--- src/rtl/control_ins_multi_if.sv ---
// Byte-stream FIFO port for the instruction decoder: first-word-fall-through head,
// empty flag and pop strobe.
interface control_ins_multi_if;
    logic [7:0] in_read;
    logic       em_read;
    logic       pp_read;

    modport master (output in_read, output em_read, input pp_read);
    modport slave  (input in_read, input em_read, output pp_read);
endinterface

--- src/rtl/control_ins_multi.sv ---
// Multi-byte instruction decoder: pops opcode/operand bytes from a FWFT FIFO and
// updates module-enable, digital, prescaler and analog-channel registers.
module control_ins_multi #(
    parameter int DW      = 8,
    parameter int AW      = 12,
    parameter int NCH     = 2,
    parameter int PW      = 10,
    parameter int MW      = 5,
    parameter int TIMEOUT = 256
) (
    input  logic                clk,
    input  logic                rst,
    control_ins_multi_if.slave  fifo,
    output logic [MW-1:0]       activemods,
    output logic [DW-1:0]       dout,
    output logic [PW-1:0]       pre,
    output logic [NCH*AW-1:0]   aout,
    output logic [NCH-1:0]      aout_upd,
    output logic                busy,
    output logic                err,
    output logic [1:0]          err_code
);
    typedef enum logic [1:0] {IDLE, OP1, OP2} state_t;

    localparam logic [2:0] OP_ACT  = 3'b000;
    localparam logic [2:0] OP_DIG  = 3'b001;
    localparam logic [2:0] OP_ANA  = 3'b010;
    localparam logic [2:0] OP_PRE  = 3'b011;
    localparam logic [2:0] OP_NOP  = 3'b100;

    localparam int TW = (TIMEOUT > 1) ? $clog2(TIMEOUT + 1) : 1;
    localparam logic [TW-1:0] TLAST = TW'((TIMEOUT > 0) ? TIMEOUT - 1 : 0);

    state_t        state, state_nx;
    logic [TW-1:0] tcnt;
    logic [2:0]    op_r;
    logic [3:0]    ch_r;
    logic [7:0]    b1_r;
    logic          pop, tmo, tmo_hit, ch_ok;
    logic [2:0]    op;
    logic [4:0]    arg;
    logic [15:0]   word;

    assign pop          = !fifo.em_read && !rst;
    assign fifo.pp_read = pop;
    assign op           = fifo.in_read[7:5];
    assign arg          = fifo.in_read[4:0];
    assign word         = {b1_r, fifo.in_read};
    assign ch_ok        = {1'b0, ch_r} < 5'(NCH);
    assign tmo_hit      = (TIMEOUT > 0) && (tcnt == TLAST);

    always_comb begin
        state_nx = state;
        tmo      = 1'b0;
        case (state)
            IDLE: if (pop && (op == OP_DIG || op == OP_ANA || op == OP_PRE)) state_nx = OP1;
            OP1: begin
                if (pop) state_nx = (op_r == OP_DIG) ? IDLE : OP2;
                else if (tmo_hit) begin
                    state_nx = IDLE;
                    tmo      = 1'b1;
                end
            end
            OP2: begin
                if (pop) state_nx = IDLE;
                else if (tmo_hit) begin
                    state_nx = IDLE;
                    tmo      = 1'b1;
                end
            end
            default: state_nx = IDLE;
        endcase
    end

    // Empty-cycle counter only runs while waiting for operands.
    always_ff @(posedge clk) begin
        if (rst) begin
            state <= IDLE;
            tcnt  <= '0;
            busy  <= 1'b0;
        end else begin
            state <= state_nx;
            busy  <= (state_nx != IDLE);
            if (pop || state == IDLE || state_nx != state) tcnt <= '0;
            else tcnt <= tcnt + TW'(1);
        end
    end

    always_ff @(posedge clk) begin
        if (rst) begin
            activemods <= '0;
            dout       <= '0;
            pre        <= '0;
            aout       <= '0;
            aout_upd   <= '0;
            err        <= 1'b0;
            err_code   <= 2'b00;
            op_r       <= '0;
            ch_r       <= '0;
            b1_r       <= '0;
        end else begin
            aout_upd <= '0;
            err      <= 1'b0;
            if (tmo) begin
                err      <= 1'b1;
                err_code <= 2'b11;
            end
            if (pop) begin
                case (state)
                    IDLE: begin
                        case (op)
                            OP_ACT: activemods <= MW'(arg);
                            OP_DIG, OP_ANA, OP_PRE: begin
                                op_r <= op;
                                ch_r <= arg[3:0];
                            end
                            OP_NOP: ;
                            default: begin
                                err      <= 1'b1;
                                err_code <= 2'b01;
                            end
                        endcase
                    end
                    OP1: begin
                        if (op_r == OP_DIG) dout <= DW'(fifo.in_read);
                        else b1_r <= fifo.in_read;
                    end
                    OP2: begin
                        if (op_r == OP_ANA) begin
                            if (ch_ok) begin
                                for (int k = 0; k < NCH; k++) begin
                                    if (ch_r == 4'(k)) begin
                                        aout[k*AW +: AW] <= AW'(word);
                                        aout_upd[k]      <= 1'b1;
                                    end
                                end
                            end else begin
                                err      <= 1'b1;
                                err_code <= 2'b10;
                            end
                        end else begin
                            pre <= PW'(word);
                        end
                    end
                    default: ;
                endcase
            end
        end
    end
endmodule
--- src/flat_wrapper.sv ---
// flat-port wrapper written by rule: the top's interface ports become plain ports
module control_ins_multi_flat 
#(
    parameter int DW      = 8,
    parameter int AW      = 12,
    parameter int NCH     = 2,
    parameter int PW      = 10,
    parameter int MW      = 5,
    parameter int TIMEOUT = 256
)
  (clk, rst, activemods, dout, pre, aout, aout_upd, busy, err, err_code, fifo_in_read, fifo_em_read, fifo_pp_read);
  control_ins_multi_if fifo_i ();
  input  logic clk;
  input  logic rst;
  output logic [MW-1:0] activemods;
  output logic [DW-1:0] dout;
  output logic [PW-1:0] pre;
  output logic [NCH*AW-1:0] aout;
  output logic [NCH-1:0] aout_upd;
  output logic busy;
  output logic err;
  output logic [1:0] err_code;
  input wire logic [$bits(fifo_i.in_read)-1:0] fifo_in_read;
  input wire logic [$bits(fifo_i.em_read)-1:0] fifo_em_read;
  output wire logic [$bits(fifo_i.pp_read)-1:0] fifo_pp_read;
  assign fifo_i.in_read = fifo_in_read;
  assign fifo_i.em_read = fifo_em_read;
  assign fifo_pp_read = fifo_i.pp_read;
  control_ins_multi #(.DW(DW), .AW(AW), .NCH(NCH), .PW(PW), .MW(MW), .TIMEOUT(TIMEOUT)) u_core (.clk(clk), .rst(rst), .fifo(fifo_i), .activemods(activemods), .dout(dout), .pre(pre), .aout(aout), .aout_upd(aout_upd), .busy(busy), .err(err), .err_code(err_code));
endmodule
--- config.mk ---
export PLATFORM = sky130hd
export DESIGN_NAME = control_ins_multi_flat
export DESIGN_NICKNAME = d
export VERILOG_FILES = /design/src/rtl/control_ins_multi_if.sv /design/src/rtl/control_ins_multi.sv /design/src/flat_wrapper.sv
export SDC_FILE = /design/constraint.sdc
export NUM_CORES = 1
export LEC_CHECK = 0
export ABC_AREA = 0
export CORE_ASPECT_RATIO = 1.4
export CORE_MARGIN = 5
export CORE_UTILIZATION = 45
export CTS_BUF_LIST = sky130_fd_sc_hd__clkbuf_16
export DETAILED_ROUTE_END_ITERATION = 16
export HOLD_SLACK_MARGIN = 0.1
export PLACE_DENSITY = 0.74
export SETUP_SLACK_MARGIN = 0.5
export SYNTH_ARGS = -nofsm -noshare
export SYNTH_HDL_FRONTEND = slang
export SYNTH_SLANG_ARGS = --single-unit
--- constraint.sdc ---
create_clock -name clk -period 2.5 [get_ports clk]
set_clock_uncertainty 0.05 [all_clocks]
set_input_delay 0.25 -clock clk [delete_from_list [all_inputs] [get_ports clk]]
set_output_delay 0.25 -clock clk [all_outputs]
set_load 0.03 [all_outputs]
==> impl_metrics.tcl <==
set metrics [dict create \
    io_pins 65 \
    synthesis.nets 324 \
    rsz0062_at_grt "true" \
    first_iter_violations 121 \
    cts_buffers 9 \
    relSlewSlack 0.607 \
    tritoncts "done" \
    period_share 0.784 \
    finalNetCount 395 \
    worst_ep_required_time_ns 2.69 \
    p_sw_frac 0.218 \
    vias 2457 \
    ir_drop_uv 416 \
    dp_hpwl_um 5120 \
    grt-ovfl-total 0 \
    dieArea_mm2 0.00846 \
    power_density_mw_per_mm2 643 \
    diodes 0 \
    fin_ws_ns 0.540 \
    crit_family "compound AO/OA/AOI/OAI gates" \
    post-route-util 0.649 \
    max_stage_delay_ns 0.50 \
    synth.yosys.warnings 0 \
    seq_area_frac_synth 0.498 \
    grt_antenna_before_repair 0 \
    ant_nets 0 \
    hold_viol 0 \
    worst_hold_path_type "input port to flop" \
    synth.cells.most_frequent "dfxtp_1, nor2_1, mux2i_1, nand2_1, nand3b_1" \
    ys_types 44 \
    holdWs_ns 0.398 \
    pwr-share-comb 0.069 \
    timing.fmax_mhz 510 \
    worstPathMaxFanout 8 \
    root_buffer "clkbuf_16" \
    r2r_end "u_core.tcnt[5]" \
    yosysTopAreaCell "dfxtp_1" \
    power_frac_seq 0.445 \
    drive_gt1_frac 0.154 \
    vias_per_cell 5.39 \
    worst_path_max_delay_cell "or4b_4" \
    ys_ff_latch 75 \
    clkTransAtPathRegs_ns 0.06 \
    syn_avg_cell_area_um2 9.82 \
    maxCapViolations 0 \
    whs_endpoint "u_core.err" \
    postLayoutCellArea_mm2 0.00426 \
    numClockSinks 75 \
    post-route-min-period_ns 1.96 \
    place_inst 437 \
    setup_viol 0 \
    port_buffers 64 \
    rows 35 \
    reg2reg_depth 6 \
    grt_max_degree 39 \
    crit_buf_inv 1 \
    worstPathCellList "inv_6 -> ha_4 -> or4b_4 -> o22ai_4 -> o21ai_4 -> a211oi_1" \
    area_growth_pct 41.4 \
    synthArstFlopShare 0 \
    max_slew.worst_pin.slew_ns 0.587 \
    reg2reg_setup_slack_ns 0.54 \
    clockPowerShare 0.486 \
    post-place-ws_ns 0.171 \
    end_kind "flop" \
    netlist_area_mm2 0.00302 \
    ys_top_cells_by_area "dfxtp_1, mux2i_1, nor2_1, nand3b_1, ha_1" \
    arrival_ns 2.15 \
    first_global_vias 2473 \
    drc_errors 0 \
    die_w_um 79.2 \
    synth_top_flop_cell "dfxtp_1" \
    syn_inst 307 \
    cts-hold-fix-buffers 0 \
    worstReg2RegStart "u_core.state[0]" \
    grt.total_usage 0.185 \
    initial_core_util 0.459 \
    critPathLaunchType "flop" \
    final-instance-count-excl-fill 456 \
    p_leak_nw 1.76 \
    whs_path_depth 4 \
    critical_path_class "flop to flop" \
    min-delay-start "rst" \
    dpl_cell_area_mm2 0.00373 \
    drtPass1Iterations 4 \
    fin_tns_setup_ns 0 \
    synth_most_common_cell "dfxtp_1" \
    grt_pass1_wl_um 12100 \
    globalplace.congestion 0.781 \
    p_int_mw 2.15 \
    htreeDepth 3 \
    total_power_mw 2.74 \
    clkLatencyLatePin_ns 0.33 \
    core_mm2 0.00657 \
    wirelength_um 7820 \
    status "completed" \
    synth_edf_count 0 \
    wl_per_cell_um 17.1 \
    cp.depth 6 \
    cts_buffer_depth 2 \
    switchingPower_mw 0.597 \
    synth_top_area_frac 0.498 \
    die_y_um 107 \
    final_max_slew_viol_count 0 \
]
placed cells by master (no fill, tap or decap), types with 2 or more instances in the layout:
master            n
dfxtp_1          71
clkdlybuf4s50_1  62
nor2_1           50
mux2i_1          43
nand2_1          17
nand3b_1         14
buf_4            12
inv_1            10
o21ai_0           9
clkbuf_16         9
a211oi_2          5
ha_4              5
nand3_1           4
a21oi_1           4
xor2_1            4
a211oi_1          4
dfxtp_2           4
nor3_1            3
nand4_1           3
a31oi_1           3
nor3b_1           2
a2111o_1          2
o21ai_4           2
o21a_1            2
xnor2_1           2
clkinv_2          2
bufinv_16         2
metal layers:
layer / wire length [µm] / track usage / vias to the layer above / share of wire
met5: 0 / 0 / - / 0
met4: 150 / 0.0663 / 0 / 0.019
met3: 491 / 0.0706 / 15 / 0.063
met2: 3920 / 0.307 / 67 / 0.50
met1: 3260 / 0.216 / 1168 / 0.42
li1: - / - / 1207 / -
registers in the layout (all words and copies together), names as in the netlist, 2 cells and up:
signal	flops
u_core.ch_r	4
u_core.pre	10
u_core.err_code	2
u_core.dout	8
u_core.aout	24
u_core.op_r	3
u_core.tcnt	9
u_core.aout_upd	2
u_core.activemods	5
u_core.b1_r	4
u_core.state	2
how the worst max path moves through the flow:
stage                     slack (ns)              to             from
final                           0.54  u_core.tcnt[5]  u_core.state[0]
after global routing            0.44  u_core.tcnt[5]  u_core.state[0]
after CTS                       0.42  u_core.tcnt[4]   u_core.tcnt[0]
after global placement          0.26  u_core.tcnt[7]   u_core.tcnt[0]
after detailed placement        0.17  u_core.tcnt[4]   u_core.tcnt[0]
after floorplan                 0.50  u_core.tcnt[0]   u_core.tcnt[0]
power by group through the flow:
| stage | combinational (mW) | clock (mW) | sequential [mW] |
|---|---|---|---|
| after global placement | 0.157 | 0 | 1.24 |
| after detailed placement | 0.159 | 0 | 1.24 |
| after CTS | 0.164 | 1.35 | 1.22 |
| after global routing | 0.201 | 1.41 | 1.22 |
| after floorplan | 0.0867 | 0 | 1.25 |
| final | 0.190 | 1.33 | 1.22 |
final cells by class:
class,instances,area (µm²)
repair buffers,77,732
well taps,74,92.6
flip-flops and latches,75,1510
clock inverters,6,81.3
inverters,12,52.6
fillers,552,2310
clock buffers,9,225
multi-input cells,203,1570
logic make-up after synthesis:
group                      Yosys count  share of synthesized area
AOI/OAI and AO/OA                   38                     0.0892
xor gates and xnor gates             6                     0.0174
DFF                                 75                      0.498
buffers and inverters               31                     0.0473
muxes                               43                      0.143
and+or+nand+nor                    108                      0.181
adders and majority gates            6                     0.0249
worst register-to-register path: stages (launching register included):
cell and delay, ns:
dfxtp_2 0.38, inv_6 0.12, ha_4 0.20, or4b_4 0.50, o22ai_4 0.27, o21ai_4 0.13, a211oi_1 0.22
repair_timing:
action                     in CTS  in global routing
gates resized for setup        10                 34
buffers inserted                0                  2
setup endpoints to repair      24                 28
gates cloned                    1                  1
pin swaps                       1                  6
No activity file was read; power rests on OpenSTA's default activity.
